`src/rtl/branch_resolve_unit_pkg.sv`:
```
// Shared types and sizing for the branch resolve unit and its history table.
package branch_resolve_unit_pkg;

  localparam int unsigned BHT_ENTRIES = 16;
  localparam int unsigned BHT_IDX_W   = 4;
  localparam int unsigned CTR_W       = 2;
  localparam logic [CTR_W-1:0] CTR_RESET = 2'b01;
  localparam int unsigned CNT_W       = 16;

  // Redirect controller: one-cycle REDIRECT after a detected mispredict
  typedef enum logic {
    IDLE     = 1'b0,
    REDIRECT = 1'b1
  } brs_state_t;

  // Table index taken from the word-aligned PC bits just above the byte offset
  function automatic logic [BHT_IDX_W-1:0] bht_index(input logic [31:0] pc);
    return pc[BHT_IDX_W+1:2];
  endfunction

  // Two-bit saturating counter step: taken counts up, not-taken counts down
  function automatic logic [CTR_W-1:0] ctr_next(input logic [CTR_W-1:0] ctr,
                                                input logic            taken);
    logic [CTR_W-1:0] res;
    res = ctr;
    if (taken) begin
      if (ctr != '1) res = ctr + CTR_W'(1);
    end else begin
      if (ctr != '0) res = ctr - CTR_W'(1);
    end
    return res;
  endfunction

endpackage

```
`src/rtl/bht_2bit.sv`:
```
// Branch history table: array of 2-bit saturating counters with one
// combinational read port and one synchronous update port (no bypass).
module bht_2bit
  import branch_resolve_unit_pkg::*;
(
  input  logic                 clk,
  input  logic                 rst,
  input  logic [BHT_IDX_W-1:0] i_rd_idx,
  output logic [CTR_W-1:0]     o_rd_ctr,
  input  logic                 i_upd_en,
  input  logic [BHT_IDX_W-1:0] i_upd_idx,
  input  logic                 i_upd_taken
);

  logic [CTR_W-1:0] r_ctr [BHT_ENTRIES];

  // Counter storage: all entries weakly not-taken on reset, one entry stepped per update
  always_ff @(posedge clk or posedge rst) begin
    if (rst) begin
      for (int unsigned i = 0; i < BHT_ENTRIES; i++) begin
        r_ctr[i] <= CTR_RESET;
      end
    end else if (i_upd_en) begin
      r_ctr[i_upd_idx] <= ctr_next(r_ctr[i_upd_idx], i_upd_taken);
    end
  end

  // Read port sees the pre-update value when indices collide
  always_comb begin
    o_rd_ctr = r_ctr[i_rd_idx];
  end

endmodule

```
`src/rtl/branch_resolve_unit.sv`:
```
// Branch resolve unit: resolves Execute-stage control flow, trains the
// history table, issues a one-cycle redirect/flush on mispredict and keeps
// saturating branch and mispredict statistics.
module branch_resolve_unit
  import branch_resolve_unit_pkg::*;
(
  input  logic             clk,
  input  logic             rst,
  input  logic [31:0]      PCF,
  output logic             PredictionF,
  input  logic             ValidE,
  input  logic             BranchE,
  input  logic             JumpE,
  input  logic             CondTrueE,
  input  logic             PredictedTakenE,
  input  logic [31:0]      PCE,
  input  logic [31:0]      PCTargetE,
  input  logic [31:0]      PCPlus4E,
  output logic             PCSrcE,
  output logic [31:0]      RedirectPCE,
  output logic             FlushD,
  output logic             FlushE,
  output logic [CNT_W-1:0] BranchCount,
  output logic [CNT_W-1:0] MispredictCount
);

  brs_state_t       r_state;
  brs_state_t       w_next_state;
  logic [31:0]      r_redirect_pc;
  logic [CNT_W-1:0] r_branch_cnt;
  logic [CNT_W-1:0] r_mispredict_cnt;

  logic             w_idle;
  logic             w_cf;
  logic             w_taken;
  logic             w_mispredict;
  logic             w_upd_en;
  logic [CTR_W-1:0] w_ctr_f;
  logic             w_unused_pc_bits;

  // Only PC[5:2] selects a table entry; the rest of both PCs is irrelevant here
  assign w_unused_pc_bits = ^{PCF[31:BHT_IDX_W+2], PCF[1:0],
                              PCE[31:BHT_IDX_W+2], PCE[1:0]};

  bht_2bit u_bht (
    .clk         (clk),
    .rst         (rst),
    .i_rd_idx    (bht_index(PCF)),
    .o_rd_ctr    (w_ctr_f),
    .i_upd_en    (w_upd_en),
    .i_upd_idx   (bht_index(PCE)),
    .i_upd_taken (w_taken)
  );

  // Fetch prediction is the counter's direction bit
  always_comb begin
    PredictionF = w_ctr_f[CTR_W-1];
  end

  // Resolution: Execute inputs are wrong-path while redirecting, so all
  // side effects are gated with IDLE
  always_comb begin
    w_idle       = (r_state == IDLE);
    w_cf         = ValidE & (BranchE | JumpE);
    w_taken      = JumpE | (BranchE & CondTrueE);
    w_mispredict = w_idle & w_cf & (w_taken != PredictedTakenE);
    w_upd_en     = w_idle & ValidE & BranchE;
  end

  // FSM state register
  always_ff @(posedge clk or posedge rst) begin
    if (rst) r_state <= IDLE;
    else     r_state <= w_next_state;
  end

  // FSM next-state: a mispredict opens exactly one REDIRECT cycle
  always_comb begin
    w_next_state = r_state;
    case (r_state)
      IDLE:     if (w_mispredict) w_next_state = REDIRECT;
      REDIRECT: w_next_state = IDLE;
      default:  w_next_state = IDLE;
    endcase
  end

  // FSM outputs: redirect and both flushes are decoded from the state register
  always_comb begin
    PCSrcE = 1'b0;
    FlushD = 1'b0;
    FlushE = 1'b0;
    if (r_state == REDIRECT) begin
      PCSrcE = 1'b1;
      FlushD = 1'b1;
      FlushE = 1'b1;
    end
  end

  // Corrected fetch address captured at detection, held until the next mispredict
  always_ff @(posedge clk or posedge rst) begin
    if (rst) begin
      r_redirect_pc <= '0;
    end else if (w_mispredict) begin
      r_redirect_pc <= w_taken ? PCTargetE : PCPlus4E;
    end
  end

  assign RedirectPCE = r_redirect_pc;

  // Saturating statistics counters, counting only in IDLE
  always_ff @(posedge clk or posedge rst) begin
    if (rst) begin
      r_branch_cnt     <= '0;
      r_mispredict_cnt <= '0;
    end else begin
      if (w_idle && w_cf && (r_branch_cnt != '1)) begin
        r_branch_cnt <= r_branch_cnt + CNT_W'(1);
      end
      if (w_mispredict && (r_mispredict_cnt != '1)) begin
        r_mispredict_cnt <= r_mispredict_cnt + CNT_W'(1);
      end
    end
  end

  assign BranchCount     = r_branch_cnt;
  assign MispredictCount = r_mispredict_cnt;

endmodule

```
`config.mk`:
```
export PLATFORM = sky130hd
export DESIGN_NAME = branch_resolve_unit
export DESIGN_NICKNAME = d
export VERILOG_FILES = /design/src/rtl/branch_resolve_unit_pkg.sv /design/src/rtl/bht_2bit.sv /design/src/rtl/branch_resolve_unit.sv
export SDC_FILE = /design/constraint.sdc
export NUM_CORES = 1
export LEC_CHECK = 0
export ABC_AREA = 1
export BUFFER_PORTS_ARGS = -buffer_cell sky130_fd_sc_hd__buf_2
export CAP_MARGIN = 25
export CORE_MARGIN = 2
export CORE_UTILIZATION = 30
export DETAILED_ROUTE_END_ITERATION = 12
export GPL_TIMING_DRIVEN = 0
export REMOVE_ABC_BUFFERS = 1
export SYNTH_ARGS = -nofsm -noshare
export SYNTH_HDL_FRONTEND = slang
export SYNTH_SLANG_ARGS = --single-unit
```
`constraint.sdc`:
```
create_clock -name clk -period 6.7 [get_ports clk]
set_input_delay 0.335 -clock clk [delete_from_list [all_inputs] [get_ports clk]]
set_output_delay 0.335 -clock clk [all_outputs]
set_load 0.02 [all_outputs]
```
Word level (Yosys, flattened, before mapping)
Cells that the tools add are included.
{"block": "op_classes", "bitwise": 11, "muxes": 17, "n_eq_ne": 4, "order_cmp": 3, "addsub": 4, "reduce_logical": 5}
{"cell": "$add 16x1->16 const B", "n": 2}
{"cell": "$bwmux 32", "n": 1}
{"cell": "$mux 32", "n": 1}
{"cell": "$ne 16x16->1 const B", "n": 2}
{"cell": "$mux 2", "n": 9}
{"cell": "$bmux 2 s4", "n": 2}
{"cell": "$ge 5x5->1 const B", "n": 2}
{"cell": "$not 4->5", "n": 2}
{"cell": "$demux 2 s4", "n": 1}
{"cell": "$and 1x1->1", "n": 6}
{"cell": "$lt 5x1->1 const B", "n": 1}
{"cell": "$logic_and 1x1->1", "n": 4}
{"cell": "$add 2x1->2 const B", "n": 1}
{"cell": "$mux 1", "n": 2}
{"cell": "$ne 2x2->1 const B", "n": 1}
{"cell": "$or 1x1->1", "n": 2}
{"cell": "$pmux 1 s2", "n": 1}
{"cell": "$reduce_bool 2->1", "n": 1}
{"cell": "$sub 2x1->2 const B", "n": 1}
{"cell": "$ne 1x1->1", "n": 1}
{"cell": "$not 1->1", "n": 1}
{"block": "word_totals", "output_inout_bits": 68, "ff_bits": 97, "word_cells": 64, "input_bits": 135}

Longest topological paths before layout
{"block": "depth", "depth_word": 9, "mapped_depth": 15, "depth_no_buf": 13}

Cells and area by module
Synthesis repeated with hierarchy kept, for this count alone.
{"block": "hier_totals", "hier_cells": 847, "area_unflattened_um2": 6033.3}
{"mod": "branch_resolve_unit", "area_per_inst_um2": 3911.3, "instances": 1, "seq_area_each_um2": 1626.6, "cells_each": 522}
{"mod": "bht_2bit", "area_per_inst_um2": 2122.0, "instances": 1, "seq_area_each_um2": 820.8, "cells_each": 325}

Least setup slack after synthesis
OpenSTA, ideal clock, no wires.
{"block": "synth_path", "path_type": "register to register", "start": "register r_branch_cnt[0], in the netlist BranchCount[0]", "end": "register r_branch_cnt[13], in the netlist BranchCount[13]", "required_ns": 6.577, "path_slack_ns": 5.087, "period_less_slack_ns": 1.613, "setup_time_ns": 0.123, "path_buffers": 0, "arrival_ns": 1.490, "path_stages_with_launch": 10, "cell_sequence": "dfrtp_1 ha_1 nand2_1 nor2_1 nand3_1 nand2_1 nor2_1 nand2_1 o21ai_0 nand2_1"}
{"block": "synth_via", "elab_chain_cells": 2, "word_cells_on_any_way": 3}
{"element": "from (decl)", "line": "branch_resolve_unit.sv:30", "rtl": "logic [CNT_W-1:0] r_branch_cnt;"}
{"element": "from (signal assigned)", "line": "branch_resolve_unit.sv:116", "rtl": "r_branch_cnt <= r_branch_cnt + CNT_W'(1);"}
{"element": "branches (longest 2 deep; another with $add 16x1->16)"}
Parallel ways; which one is timed is not known.
A chain may end at the register's enable or synchronous reset.

Final worst setup path
{"block": "layout_path", "start": "register r_state", "end": "register r_mispredict_cnt[13], in the netlist MispredictCount[13]"}
{"block": "layout_via", "elab_chain_cells": 4}
{"element": "from (decl)", "line": "branch_resolve_unit.sv:27", "rtl": "brs_state_t r_state;"}
{"element": "from (signal assigned)", "line": "branch_resolve_unit.sv:73", "rtl": "else r_state <= w_next_state;"}
{"element": "$not 1->1"}
{"element": "$and 1x1->1 (2 in series)", "line": "branch_resolve_unit.sv:66", "rtl": "w_mispredict = w_idle & w_cf & (w_taken != PredictedTakenE);"}
{"element": "$logic_and 1x1->1", "line": "branch_resolve_unit.sv:118", "rtl": "if (w_mispredict && (r_mispredict_cnt != '1)) begin"}
{"element": "to (signal assigned)", "line": "branch_resolve_unit.sv:119", "rtl": "r_mispredict_cnt <= r_mispredict_cnt + CNT_W'(1);"}
{"element": "to (decl)", "line": "branch_resolve_unit.sv:31", "rtl": "logic [CNT_W-1:0] r_mispredict_cnt;"}
Every way passes these cells.

==> results.sh <==
export IMPL_rows=47
export IMPL_place_gp_congestion=0.830
export IMPL_worstMarginPinSlew_ns=0.677
export IMPL_die_w_microns=135
export IMPL_ir_worst_vdd_uv=130
export IMPL_worst_slack_ns=4.71
export IMPL_switching_share=0.337
export IMPL_post_route_min_period_ns=1.99
export IMPL_ctsHoldBuffers=0
export IMPL_critPathLaunchType="flop"
export IMPL_final_antenna_net_count=0
export IMPL_relSlewSlack=0.548
export IMPL_max_cap_viol_count=0
export IMPL_tns_ns=0
export IMPL_root_buffer="clkbuf_16"
export IMPL_crit_path_max_incr_delay_ns=0.40
export IMPL_grt_pass1_vias=4797
export IMPL_power_frac_comb=0.256
export IMPL_synth_avg_cell_area_sq_um=7.53
export IMPL_endpoint="MispredictCount[13]$_DFFE_PP0P_"
export IMPL_power_mw=1.85
export IMPL_first_pass_iters=4
export IMPL_synth_edff_count=0
export IMPL_synth_common_cells="nand2_1 (249), nor2_1 (110), dfrtp_1 (81), inv_1 (51), o31ai_1 (32)"
export IMPL_synth_area_leaders="dfrtp_1 (39%), nand2_1 (18%), dfstp_2 (8.1%)"
export IMPL_vias=4713
export IMPL_crit_path_start="r_state$_DFF_PP0_"
export IMPL_hold_path_class="in -> async"
export IMPL_cp_arrival_ns=2.23
export IMPL_hold_viol=0
export IMPL_register_area_sq_um=2450
export IMPL_grt_max_degree=61
export IMPL_antenna_found_initial=0
export IMPL_worst_ep_required_time_ns=6.93
export IMPL_rsz0062_at_grt="no"
export IMPL_core_sq_um=16700
export IMPL_synth_flop_cell="dfrtp_1"
export IMPL_clkTransAtPathRegs_ns=0.07
export IMPL_antennaDiodeCount=0
export IMPL_rrSetupSlack_ns=4.71
export IMPL_cts_tree="built"
export IMPL_p_leak_nw=3.36
export IMPL_vias_per_cell=4.50
export IMPL_multi_input_area_sq_um=2370
export IMPL_reg2reg_from="r_state$_DFF_PP0_"
export IMPL_path_cells="nor2_1 -> nand2_1 -> nor2_1 -> nand2_2 -> inv_2 -> nand2_2 -> inv_2 -> nand3_1 -> o21ai_1 -> nand2_1"
export IMPL_h_tree_depth=3
export IMPL_route_met2_wl_mm=5.97
export IMPL_drc_errors=0
export IMPL_numClockSinks=97
export IMPL_slowest_stage="dfrtp_1"
export IMPL_wl_met1_mm=6.03
export IMPL_drive_gt1_frac=0.244
export IMPL_path_class="reg -> reg"
export IMPL_pre_cts_slack_ns=4.58
export IMPL_nFillCells=1759
export IMPL_fmax_mhz=502
export IMPL_highest_layer="met4"
export IMPL_final_area_sq_um=6460
export IMPL_synth_top_area_share=0.393
export IMPL_placed_area_sq_um=6130
export IMPL_wl_per_cell_microns=12.4
export IMPL_cp_end_kind="flop"
export IMPL_ys_seq_area_frac=0.474
export IMPL_port_buffers=146
export IMPL_ys_async_sr_fraction=1.00
export IMPL_cts_repair_resized=0
export IMPL_reg2reg_depth=10
export IMPL_gr_usage_all_layers=0.154
export IMPL_yosysTopAreaCell="dfrtp_1"
export IMPL_hpwl_mm=9.48
export IMPL_slew_viol_final=0
export IMPL_nets=959
export IMPL_ys_ff_latch=97
export IMPL_drt_iter0_markers=251
export IMPL_r2r_end="MispredictCount[13]$_DFFE_PP0P_"
export IMPL_area_delta_synth_final_pct=25.1
export IMPL_intPower_mw=1.23
export IMPL_p_clk_frac=0.310
export IMPL_dr_wl_met3_microns=813
export IMPL_switchingPower_uw=623
export IMPL_synth_most_common_cell="nand2_1"
export IMPL_numCtsBuffers=9
export IMPL_die_y_microns=135
export IMPL_cts_max_path_buffers=2
export IMPL_final_setup_viol_count=0
export IMPL_seqPwrFrac=0.433
export IMPL_status="complete, no violations"
export IMPL_grt_pass1_wl_mm=22.5
export IMPL_p_per_area_nw_per_um2=287
export IMPL_grt_overflow=0
export IMPL_period_share=0.297
export IMPL_dieArea_sq_um=18300
export IMPL_start_util=0.309
export IMPL_fin_skew_ns=0.00778
export IMPL_path_max_fanout=19
export IMPL_netlist_instances=686
export IMPL_ys_warn_count=0
export IMPL_cts_setup_buffers=0
export IMPL_routed_wl_mm=13.0
export IMPL_synth_cell_type_count=34
export IMPL_clock_latency_ns=0.35
export IMPL_io_pins=203
export IMPL_synth_area_sq_um=5160
cell usage in the layout (no fill, tap or decap), drive strengths merged:
master / count
a21oi: 7
and2: 1
and3: 1
buf: 149
bufinv: 2
clkbuf: 12
clkinvlp: 2
dfrtp: 81
dfstp: 16
ha: 2
inv: 59
mux2i: 4
nand2: 256
nand3: 29
nand3b: 1
nand4: 8
nor2: 113
nor3: 7
nor4: 2
o211ai: 4
o21ai: 13
o31ai: 32
or2: 1
xnor2: 5
xor2: 20
final cells by class:
type	instances	area share
multi-input cells	506	0.368
flip-flops and latches	97	0.379
inverters	59	0.0347
clock inverters	4	0.0116
repair buffers	149	0.125
well taps	220	0.0426
clock buffers	12	0.0397
worst max-delay path, delay by kind of cell, from the launching register on:
family | cells | cell delay (ns)
simple gates | 7 | 1.03
flops | 1 | 0.40
buf+inv | 2 | 0.31
compound gates | 1 | 0.15
registers in the layout, summed over array words and instances (netlist names):
| name | flops |
|---|---|
| u_bht.r_ctr | 32 |
| r_state | 1 |
| MispredictCount | 16 |
| RedirectPCE | 32 |
| BranchCount | 16 |
metal layers:
layer | up-vias | track usage
li1 | 2430 | -
met1 | 2146 | 0.200
met2 | 125 | 0.247
met3 | 12 | 0.0397
met4 | 0 | 0.0556
met5 | - | 0
cells by family after synthesis:
group	after synthesis	share of synthesized area
AO/OA/AOI/OAI	56	0.0746
AND/OR/NAND/NOR	419	0.328
XOR/XNOR	25	0.0424
adder cells (fa/ha/maj)	2	0.00485
buffers and inverters	83	0.0681
flip-flops	97	0.474
multiplexers	4	0.00776
power groups by stage:
stage               Combinational (mW)  Sequential [mW]  Clock [mW]
floorplan                        0.208            0.898           0
global placement                 0.473            0.812           0
detailed placement               0.483            0.811           0
CTS                              0.483            0.804       0.595
global route                     0.537            0.822       0.620
finish                           0.475            0.803       0.575
worst min-delay path by stage:
stage | slack (ns) | end | from
after floorplan | 0.45 | u_bht.r_ctr[0]$_DFFE_PP1P_ | u_bht.r_ctr[0]$_DFFE_PP1P_
after global placement | 0.46 | u_bht.r_ctr[8]$_DFFE_PP1P_ | u_bht.r_ctr[8]$_DFFE_PP1P_
after detailed placement | 0.42 | MispredictCount[4]$_DFFE_PP0P_ | rst
after CTS | 0.03 | MispredictCount[4]$_DFFE_PP0P_ | rst
after global routing | 0.06 | MispredictCount[6]$_DFFE_PP0P_ | rst
final | 0.02 | MispredictCount[6]$_DFFE_PP0P_ | rst
through the flow:
stage	hold WS [ns]	instances	utilization
after floorplan	0.447	662	-
after global placement	0.455	1028	0.362
after detailed placement	0.418	1031	0.367
after CTS	0.0343	1047	0.387
after global routing	0.0635	1047	0.387
final	0.0166	1047	0.387
Note: power is estimated with default switching activity, not from simulation.
